===== config.mk =====
export PLATFORM = sky130hd
export DESIGN_NAME = spi_mem_master
export DESIGN_NICKNAME = d
export VERILOG_FILES = /design/src/rtl/spi_mem_master.sv
export SDC_FILE = /design/constraint.sdc
export NUM_CORES = 1
export LEC_CHECK = 0
export CORE_MARGIN = 2
export CORE_UTILIZATION = 40
export DETAILED_ROUTE_END_ITERATION = 12
export PLACE_DENSITY = 0.6
export SLEW_MARGIN = 40
export SYNTH_ARGS = -nofsm -noshare
export SYNTH_HDL_FRONTEND = slang
export SYNTH_SLANG_ARGS = --single-unit

===== constraint.sdc =====
create_clock -name clk -period 3.79 [get_ports clk]
set_clock_uncertainty 0.2 [all_clocks]
set_input_delay 0.758 -clock clk [delete_from_list [all_inputs] [get_ports clk]]
set_output_delay 0.758 -clock clk [all_outputs]
set_load 0.02 [all_outputs]

===== src/rtl/spi_mem_master.sv =====
// SPI master running single-byte read/write frames to the SPI memory slave.
// Latency: 1 + CS_SETUP + 33*HALF_PERIOD clk cycles from accept to rsp_valid.
// Backpressure: req_ready is high only in IDLE; requests wait until then.
module spi_mem_master #(
  parameter int HALF_PERIOD = 16,
  parameter int CS_SETUP    = 16,
  parameter int CS_GAP      = 32
) (
  input  logic       clk,
  input  logic       reset,
  input  logic       req_valid,
  output logic       req_ready,
  input  logic       req_rw,
  input  logic [6:0] req_addr,
  input  logic [7:0] req_wdata,
  output logic       rsp_valid,
  output logic [7:0] rsp_rdata,
  output logic       busy,
  output logic       sclk_pin,
  output logic       cs_pin,
  output logic       mosi_pin,
  input  logic       miso_pin
);

  // One shared phase counter, wide enough for the largest interval it times.
  localparam int MAX_A   = (HALF_PERIOD > CS_SETUP) ? HALF_PERIOD : CS_SETUP;
  localparam int MAX_CNT = (MAX_A > CS_GAP) ? MAX_A : CS_GAP;
  localparam int CW      = $clog2(MAX_CNT + 1);

  localparam logic [CW-1:0] HP_LAST  = CW'(HALF_PERIOD - 1);
  localparam logic [CW-1:0] SU_LAST  = CW'(CS_SETUP - 1);
  // The response cycle opens GAP; CS_GAP further cycles follow before IDLE.
  localparam logic [CW-1:0] GAP_LAST = CW'(CS_GAP);

  typedef enum logic [2:0] {
    IDLE  = 3'd0,
    SETUP = 3'd1,
    SHIFT = 3'd2,
    HOLD  = 3'd3,
    GAP   = 3'd4
  } state_t;

  state_t        state_q, state_d;
  logic [CW-1:0] cnt_q, cnt_d;
  logic [4:0]    bit_q, bit_d;
  logic          sclk_q, sclk_d;
  logic          cs_q, cs_d;
  logic          mosi_q, mosi_d;
  // Frame bits 14..0; bit 15 goes straight onto mosi at accept.
  logic [14:0]   tx_q, tx_d;
  logic [7:0]    rx_q, rx_d;
  logic          rw_q, rw_d;
  logic          rsp_valid_q, rsp_valid_d;
  logic [7:0]    rsp_rdata_q, rsp_rdata_d;

  assign req_ready = (state_q == IDLE);
  assign busy      = (state_q != IDLE);
  assign sclk_pin  = sclk_q;
  assign cs_pin    = cs_q;
  assign mosi_pin  = mosi_q;
  assign rsp_valid = rsp_valid_q;
  assign rsp_rdata = rsp_rdata_q;

  // State register; reset aborts any frame and parks the pins idle at once.
  always_ff @(posedge clk or posedge reset) begin
    if (reset) begin
      state_q     <= IDLE;
      cnt_q       <= '0;
      bit_q       <= '0;
      sclk_q      <= 1'b0;
      cs_q        <= 1'b1;
      mosi_q      <= 1'b0;
      tx_q        <= '0;
      rx_q        <= '0;
      rw_q        <= 1'b0;
      rsp_valid_q <= 1'b0;
      rsp_rdata_q <= 8'h00;
    end else begin
      state_q     <= state_d;
      cnt_q       <= cnt_d;
      bit_q       <= bit_d;
      sclk_q      <= sclk_d;
      cs_q        <= cs_d;
      mosi_q      <= mosi_d;
      tx_q        <= tx_d;
      rx_q        <= rx_d;
      rw_q        <= rw_d;
      rsp_valid_q <= rsp_valid_d;
      rsp_rdata_q <= rsp_rdata_d;
    end
  end

  // Next-state and pin sequencing for one 16-bit frame.
  always_comb begin
    state_d     = state_q;
    cnt_d       = cnt_q;
    bit_d       = bit_q;
    sclk_d      = sclk_q;
    cs_d        = cs_q;
    mosi_d      = mosi_q;
    tx_d        = tx_q;
    rx_d        = rx_q;
    rw_d        = rw_q;
    rsp_valid_d = 1'b0;
    rsp_rdata_d = rsp_rdata_q;

    case (state_q)
      IDLE: begin
        cs_d   = 1'b1;
        sclk_d = 1'b0;
        if (req_valid) begin
          // Frame: addr[6:0], rw, then data (zero for reads).
          tx_d    = {req_addr[5:0], req_rw, (req_rw ? 8'h00 : req_wdata)};
          mosi_d  = req_addr[6];
          rw_d    = req_rw;
          cs_d    = 1'b0;
          cnt_d   = '0;
          state_d = SETUP;
        end
      end

      SETUP: begin
        if (cnt_q == SU_LAST) begin
          cnt_d   = '0;
          bit_d   = '0;
          state_d = SHIFT;
        end else begin
          cnt_d = cnt_q + CW'(1);
        end
      end

      SHIFT: begin
        if (cnt_q == HP_LAST) begin
          cnt_d = '0;
          if (!sclk_q) begin
            sclk_d = 1'b1;
          end else begin
            // End of the high phase: capture read data, then fall and
            // present the next bit while sclk is low.
            sclk_d = 1'b0;
            if (rw_q && (bit_q >= 5'd8)) begin
              rx_d = {rx_q[6:0], miso_pin};
            end
            mosi_d = tx_q[14];
            tx_d   = {tx_q[13:0], 1'b0};
            bit_d  = bit_q + 5'd1;
            if (bit_q == 5'd15) begin
              state_d = HOLD;
            end
          end
        end else begin
          cnt_d = cnt_q + CW'(1);
        end
      end

      HOLD: begin
        if (cnt_q == HP_LAST) begin
          cnt_d       = '0;
          cs_d        = 1'b1;
          rsp_valid_d = 1'b1;
          if (rw_q) begin
            rsp_rdata_d = rx_q;
          end
          state_d = GAP;
        end else begin
          cnt_d = cnt_q + CW'(1);
        end
      end

      GAP: begin
        if (cnt_q == GAP_LAST) begin
          cnt_d   = '0;
          state_d = IDLE;
        end else begin
          cnt_d = cnt_q + CW'(1);
        end
      end

      default: begin
        state_d = IDLE;
        cs_d    = 1'b1;
        sclk_d  = 1'b0;
        cnt_d   = '0;
      end
    endcase
  end

endmodule


======== Word level (Yosys, flattened, before mapping) ========
Cells that the tools add are included.
storage, ports and cells
  word-level logic and storage cells ...... 79
  register bits ........................... 50
  input port bits ......................... 20
  memories kept ........................... 0
  output and inout bits ................... 14
  bits in latches ......................... 0
  memory bits (writable) .................. 0
  memory bits (read-only) ................. 0
operators by class
  equal/unequal tests ..................... 14
  reduce and logical (&&, ||, !) cells .... 16
  $mul .................................... 0
  shift-type cells ........................ 0
  $lt $le $gt $ge ......................... 1
  mux-type cells .......................... 33
  add/sub/neg operators ................... 2
  div/mod/pow operators ................... 0
  bitwise operators ....................... 2
operator list
  kind                   count
  $mux W15               3
  $pmux W15 S2           1
  $mux W3                7
  $mux W6                3
  $pmux W6 S3            1
  $mux W5                3
  $pmux W3 S5            1
  $ne A2 B2 Y1 const B   7
  $reduce_and A4 Y1      3
  $pmux W5 S2            1
  $mux W1                9
  $reduce_or A3 Y1       3
  $mux W8                1
  $reduce_and A7 Y1      1
  $add A6 B1 Y6 const B  1
  $eq A3 B2 Y1 const B   2
  $eq A6 B4 Y1 const B   1
  $eq A6 B6 Y1 const B   1
  $reduce_and A2 Y1      3
  $add A5 B1 Y5 const B  1
  $eq A5 B4 Y1 const B   1
  $ge A5 B4 Y1 const B   1
  $pmux W1 S2            2
  $reduce_bool A2 Y1     2
  other kinds (8)        9

======== Depth between registers and ports, before layout ========
Gate-level depths: netlist of run 1.
  word-level depth ........................ 5
  mapped depth ............................ 8
  depth with buffers taken out ............ 6

======== Least setup slack after synthesis of run 1 ========
No wires, ideal clock.
  path type ............................... register to output
  start ................................... register state_q[0]
  end ..................................... output port req_ready
  data required time ...................... 2,832 ps
  path buffers ............................ 1
  slack ................................... 1,577 ps
  stages on the path, launching flop included .. 4
  arrival ................................. 1,255 ps
  cells stage by stage .................... dfrtp_1 > clkbuf_1 > or3_1 > inv_1
between the ends
  word-level cells in the longest chain between the ends .. 1
ends and longest elaborated chain
  element                   RTL line  source
  start: declaration        43        state_t state_q, state_d;
  start signal: assignment  79        state_q <= state_d;
  $logic_not A3 Y1          56        assign req_ready = (state_q == IDLE);
  end: declaration          12        output logic req_ready,
No other way between the ends.

======== Worst setup path in the final report of run 1 ========
Same ends and word-level chain as after synthesis.

==> run summary, run 1 <==
The async set or reset register ratio after synthesis was 1.000. The die span in y is 83.12 um, and the setup TNS is 0 ns. After routing the design area is 2978 um2.

The fraction of final layout cells sized beyond drive strength 1 was 0.1923. The number of enable flip-flop cells after synthesis was 0. TritonCTS built the clock tree. At the end of routability-driven placement, the weighted congestion stood at 0.7295. The run gives 251 as the number of nets in the synthesized netlist. Across the VDD grid, the largest voltage drop is 0.0002615 V. The instance count of the mapped netlist is 227.

The tools report the total routing resource utilization after global routing as 0.1502. For hold timing, the worst endpoint is tx_q[0]$_DFFE_PP0P_. The portion of the post-synthesis area used by sequential elements is 0.5002, and the number of endpoints failing setup at the final stage is 0. The cell depth of the worst hold path was 1. The Yosys step of the flow raised 0 warnings. The reg-to-reg setup timing slack was 1.41 ns.

A synthesized cell averages 11.03 um2. For the smallest hold slack, the log shows 0.3010 ns. Total placed instance area: 2883 um2. After clock tree synthesis, the clock-pin slew on the worst setup and hold paths is 0.11 ns.

The data arrival at the endpoint of the critical path came out at 1.96 ns. The library cell used most frequently in the layout, excluding fill and tap cells, is dfrtp_1. The total number of H-tree levels is 2. Leaving out filler cells and counting taps, the final layout contains 335. The area growth from synthesis to layout works out to 18.94%.

Power spread over the standard cell area amounts to 507.0 nW/um2. The tool flagged a number of max-cap violations equal to 0. The number of cells on the worst reg-to-reg path is 6. The TritonCTS sink count was 50.

Startpoint type of the worst setup path: a register. For the largest net degree at the start of global routing, the log shows 31. The die covers 6908 um2.

The first routing iteration left 68 violations. The repair_antennas step left the layout with diodes totalling 0. The run finished with clean final reports. The half-perimeter wire length of the detailed placement result is 3315 um. Once the clock tree was built, the resizer swapped 0 gates to a different size. The worst reg2reg path endpoint was tx_q[2]$_DFFE_PP0P_.

The initial antenna violation count came out at 0. The run gives 0.4179 as the initial cell density of the core. Summing every instance area after synthesis gives 2504 um2. Pin slew with the least headroom to its limit: 0.5715 ns.

The area of the core is 5991 um2. The count of hold-fix buffers inserted at cts is 0, and the relative slew slack is 0.6183. In this run, distinct cell masters in the synthesized netlist total 47.

The aggregate global routing overflow is 0, and the per-cell via count in the routed design is 5.361. Wires add up to 4860 um. In this run, placement finished with an instance count of 327. The worst hold path begins at tx_q[0]$_DFFE_PP0P_.

For this run, design rule violations remaining after detail routing come to 0. The floorplan has 28 rows. The count of nets left with antenna violations once routing finished came out at 0.

The path class of the tightest hold or removal check is register to register. The synthesized design contains 50 register bits. The run gives 2 as the buffer levels on the longest clock path.

The length of the first detailed-routing pass in iterations is 4. The critical path in this run is classified as register to primary output. The design draws 1.510 mW. Leaving out fill and tap cells, the most frequent cells in the layout are dfrtp_1, clkdlybuf4s50_1, o21ai_0. The tools report the I/O pin total as 34. The via count of the first global-routing pass came out at 1719.

Detailed routing inserted a total of 1796 vias. Counting the buffers created by CTS gives 5. The logs give 283 for the final net count and 0 for the hold violation count in the final report.

The die is 83.12 um wide. Data on the critical path is required at its endpoint by 2.83 ns. Among all flip-flop cells after synthesis, the most frequent one is dfrtp_1. The worst register-to-register path begins at cnt_q[0]$_DFFE_PP0N_. For the number of slew-limit violations in the final report, the log shows 0. During placement, the flow inserted port buffers numbering 33. Setup repair after global routing left no endpoint under its margin.

The static leakage was 1.294 nW. The type of element capturing the critical path is a primary output. The routed design could run at a clock period as short as 2.921 ns. Based on the critical path, the design can be clocked at up to 342.3 MHz. The post-route fraction of the period consumed by the critical path works out to 0.7708. CTS placed an instance of clkbuf_8 at the clock tree root.

The number of setup buffers added after CTS is 0. In this run the worst path has a maximum fanout of 14. The wire length of the first global-routing pass was 8397 um; the wire length per cell after detailed routing was 14.51 um. The clock reaches the later pin of the worst-skew pair after 0.32 ns.
-- metrics by stage --
step	util	setup WS, ns
final	0.4971	0.8688
after floorplan	-	1.577
after global placement	0.4812	1.057
after global routing	0.4971	0.7559
after detailed placement	0.4812	1.033
after CTS	0.4971	0.8663
-- logic make-up after synthesis --
logic type,count (synthesis),synth area share
compound gates,65,0.1844
simple gates,63,0.1444
flops,50,0.5003
mux,25,0.1084
buf+inv,19,0.03898
fa+ha+maj,4,0.01999
xor+xnor,1,0.003499
-- power breakdown --
part	internal, mW	switching, mW
Combinational	0.196	0.249
Clock	0.136	0.200
Sequential	0.645	0.0827
-- sequential cells by signal (all words and copies together) (netlist names) --
name       flops
rw_q           1
cs_pin         1
state_q        3
tx_q          15
rsp_valid      1
bit_q          5
sclk_pin       1
mosi_pin       1
cnt_q          6
rx_q           8
rsp_rdata      8
-- Yosys cell counts (all sizes together), types with 4 or more instances --
cell     n  area share
a22oi    7       0.021
buf      6       0.019
clkbuf   5      0.0075
dfrtp   49        0.49
ha       4       0.020
inv      8       0.012
mux2    17       0.076
mux2i    8       0.032
nand2   16       0.024
nand3    8       0.018
nor2    11       0.022
nor2b    4       0.010
o21ai   42       0.099
-- routing by layer --
metal  vias to the layer above  wire length, um  track usage
met5                         -                0            0
met4                         0               77      0.05365
met3                         7              215      0.03380
met2                        35             2219       0.2295
met1                       868             2348       0.2101
li1                        886                -            -
-- worst max path at each step --
stage | end | from
floorplan | req_ready | state_q[0]$_DFFE_PP0P_
global placement | tx_q[2]$_DFFE_PP0P_ | req_valid
detailed placement | tx_q[3]$_DFFE_PP0P_ | req_valid
CTS | req_ready | state_q[0]$_DFFE_PP0P_
global route | req_ready | state_q[0]$_DFFE_PP0P_
finish | req_ready | state_q[0]$_DFFE_PP0P_
-- critical path, stage by stage, from the launching register on --
cell and delay, ns:
dfrtp_1 0.53, or3_1 0.43, inv_1 0.09, clkdlybuf4s50_1 0.60
-- area by class of cell --
class	count	area, um2
clock buffers	5	68.82
clock inverters	3	26.28
fillers	552	3013
inverters	8	30.03
multi-input cells	158	1154
flip-flops and latches	50	1252
well taps	75	93.84
repair buffers	36	352.8
No activity file was read; power rests on OpenSTA's default activity.
==> run 2: changes to the inputs <==
clock period = 2.75 ns   (was 3.79 ns; I/O delays follow)
==> run summary, run 2 (synthesis gave the netlist of run 1 again) <==
Pin slew with the least headroom to its limit: 0.5288 ns. The tools report the first element of the critical path as state_q[1]$_DFFE_PP0P_. Before CTS, the worst setup slack after placement is 0.1809 ns. The static leakage is 1.311 nW. The TritonCTS buffer count was 5.

In this run the post-CTS setup repair buffer count came out at 0. The die span in y was 83.12 um. The most critical setup path has its endpoint at req_ready. Counting every sink on the clock net gives 50.

The run gives 34 as the I/O pin total. The worst register-to-register path ends at tx_q[2]$_DFFE_PP0P_. The met1 layer usage reported by global route is 0.2047, and the area of the core is 5991 um2. Data arrival at the endpoint of the critical path: 1.82 ns. TritonCTS built the clock tree.

After detailed routing, the number of remaining DRC violations is 0. In the post-route analysis, the smallest setup slack over all paths is 0.1830 ns. In this run the worst hold path is classified as register to register. Summed over all nets, the half-perimeter wirelength after detailed placement is 3253 um. The tools report the count of hold-fix buffers inserted at cts as 0.

Leaving out fill and tap cells, the most frequent cell in the layout is dfrtp_1. The total power divided by cell area was 697.8 nW/um2. The repair_antennas step left the layout with diodes totalling 0. The tools report the largest net degree at the start of global routing as 51. The routed design has 4848 um of wire. The run finished with clean final reports. The startpoint identified for the worst register-to-register timing path is cnt_q[0]$_DFFE_PP0N_. The total routing resource utilization after global routing is 0.1481, and the critical path buffer and inverter count is 2. The run gives 1756 as the via count of the first global-routing pass. The fraction of final layout cells sized beyond drive strength 1 was 0.1985; the post-route fraction of the period consumed by the critical path was 0.9335. The number of DRC violations after detailed-routing iteration 0 was 68; the clock transition at the register clock pins on the worst setup and hold paths after CTS was 0.10 ns.

The met2 usage is 0.2295. Counting the fill cells in the layout gives 553. The floorplan step defined a die boundary enclosing 6908 um2.

The number of cells on the worst reg-to-reg path is 6. The number of slew-limit violations in the final report is 0, and the peak supply drop is 0.0005364 V. The relative slew slack came out at 0.6468.

In the layout the commonest cells are dfrtp_1, clkdlybuf4s50_1, o21ai_0. Startpoint type of the worst setup path: a register. The smallest hold slack was 0.2936 ns. The tree is rooted in a clkbuf_8. The run gives 0 as the number of endpoints failing setup at the final stage. The tool flagged a number of max-cap violations equal to 0.

The setup path with the least slack is of type register to primary output. The number of placed instances, taps included, is 329. The wire length per cell after detailed routing was 14.39 um; the number of core rows was 28. The register with the most flip-flops is tx_q. The routed design could run at a clock period as short as 2.567 ns. Stage delay of the slowest cell on the critical path: 0.60 ns. The first global-routing pass estimated 8404 um of wire. The total number of H-tree levels was 2. Setup repair after global routing left no endpoint under its margin. The signal on the critical path passes through or3_1, inv_1, clkdlybuf4s50_1. The slowest stage of the critical path belongs to the cell clkdlybuf4s50_1. The number of flip-flops in the largest register came out at 15. The maximum fanout along the worst path came out at 3. The area used by multi-input combinational logic was 1154 um2; the initial antenna violation count was 0. For this run, the detailed router's first-pass iteration total came to 4.

STA classifies the critical path endpoint as a primary output. Once detail routing completed, the nets flagged for antenna violations numbered 0. Routability-driven placement finished with a final weighted congestion of 0.7523. The area occupied by registers was 1252 um2; the buffer levels on the longest clock path was 2.

The floorplan step set the die width to 83.12 um. The area growth from synthesis to layout came out at 20.14%. The tools report the startpoint of the most critical hold path as tx_q[0]$_DFFE_PP0P_. The global routing met3 resource utilization is 0.02883, and the total of buffers placed on input and output ports is 33. In this run the most used layer during global routing was met2. At the end of the flow, the number of nets in the layout was 285. Initial cell density of the core: 0.4179. Final cell count without fillers: 337. The per-cell via count in the routed design works out to 5.270.

The reg-to-reg setup timing slack came out at 0.36 ns. The number of vias after detailed routing came out at 1776. The cell class contributing the biggest share of worst-path delay is buffers and inverters. For the worst-skew pair, the clock arrives at the later sink with an insertion delay of 0.31 ns. STA puts the critical path data required time at 2.00 ns. The hold violation count in the final report came out at 0. The aggregate global routing overflow was 0. In the final timing run, aggregate negative setup slack is 0 ns. The number of logic stages on the critical path including buffering is 3.

The number of instances resized during post-cts repair came out at 0. The achievable clock frequency was 389.6 MHz.
## run 2: final cells by class
cell class / instances / area share
Timing Repair Buffer: 38 / 0.1265
Sequential cell: 50 / 0.4164
Inverter: 8 / 0.009983
Tap cell: 75 / 0.03120
Multi-Input combinational cell: 158 / 0.3835
Clock buffer: 5 / 0.02288
Clock inverter: 3 / 0.009567
## run 2: report_power, final
group,switching (mW),leakage [nW],internal [mW]
clock,0.280,0.0506,0.191
combinational,0.363,0.593,0.281
sequential,0.0947,0.668,0.889
## run 2: metal layers
metal,part of all wire,up-vias
li1,-,886
met1,0.50,852
met2,0.45,30
met3,0.032,8
met4,0.017,0
met5,0,-
## run 2: stage by stage
step                  util  cell area, um2  power [mW]
CTS                 0.5021            3008       2.127
finish              0.5021            3008       2.099
global placement    0.4858            2910       1.643
global route        0.5021            3008       2.247
detailed placement  0.4858            2910       1.651
floorplan                -            2504       1.454
## run 2: how the worst min path moves through the flow
stage / end / cells past startpoint
finish: tx_q[0]$_DFFE_PP0P_ / 1
global route: tx_q[0]$_DFFE_PP0P_ / 1
detailed placement: tx_q[0]$_DFFE_PP0P_ / 1
CTS: tx_q[0]$_DFFE_PP0P_ / 1
floorplan: tx_q[0]$_DFFE_PP0P_ / 1
global placement: tx_q[0]$_DFFE_PP0P_ / 1
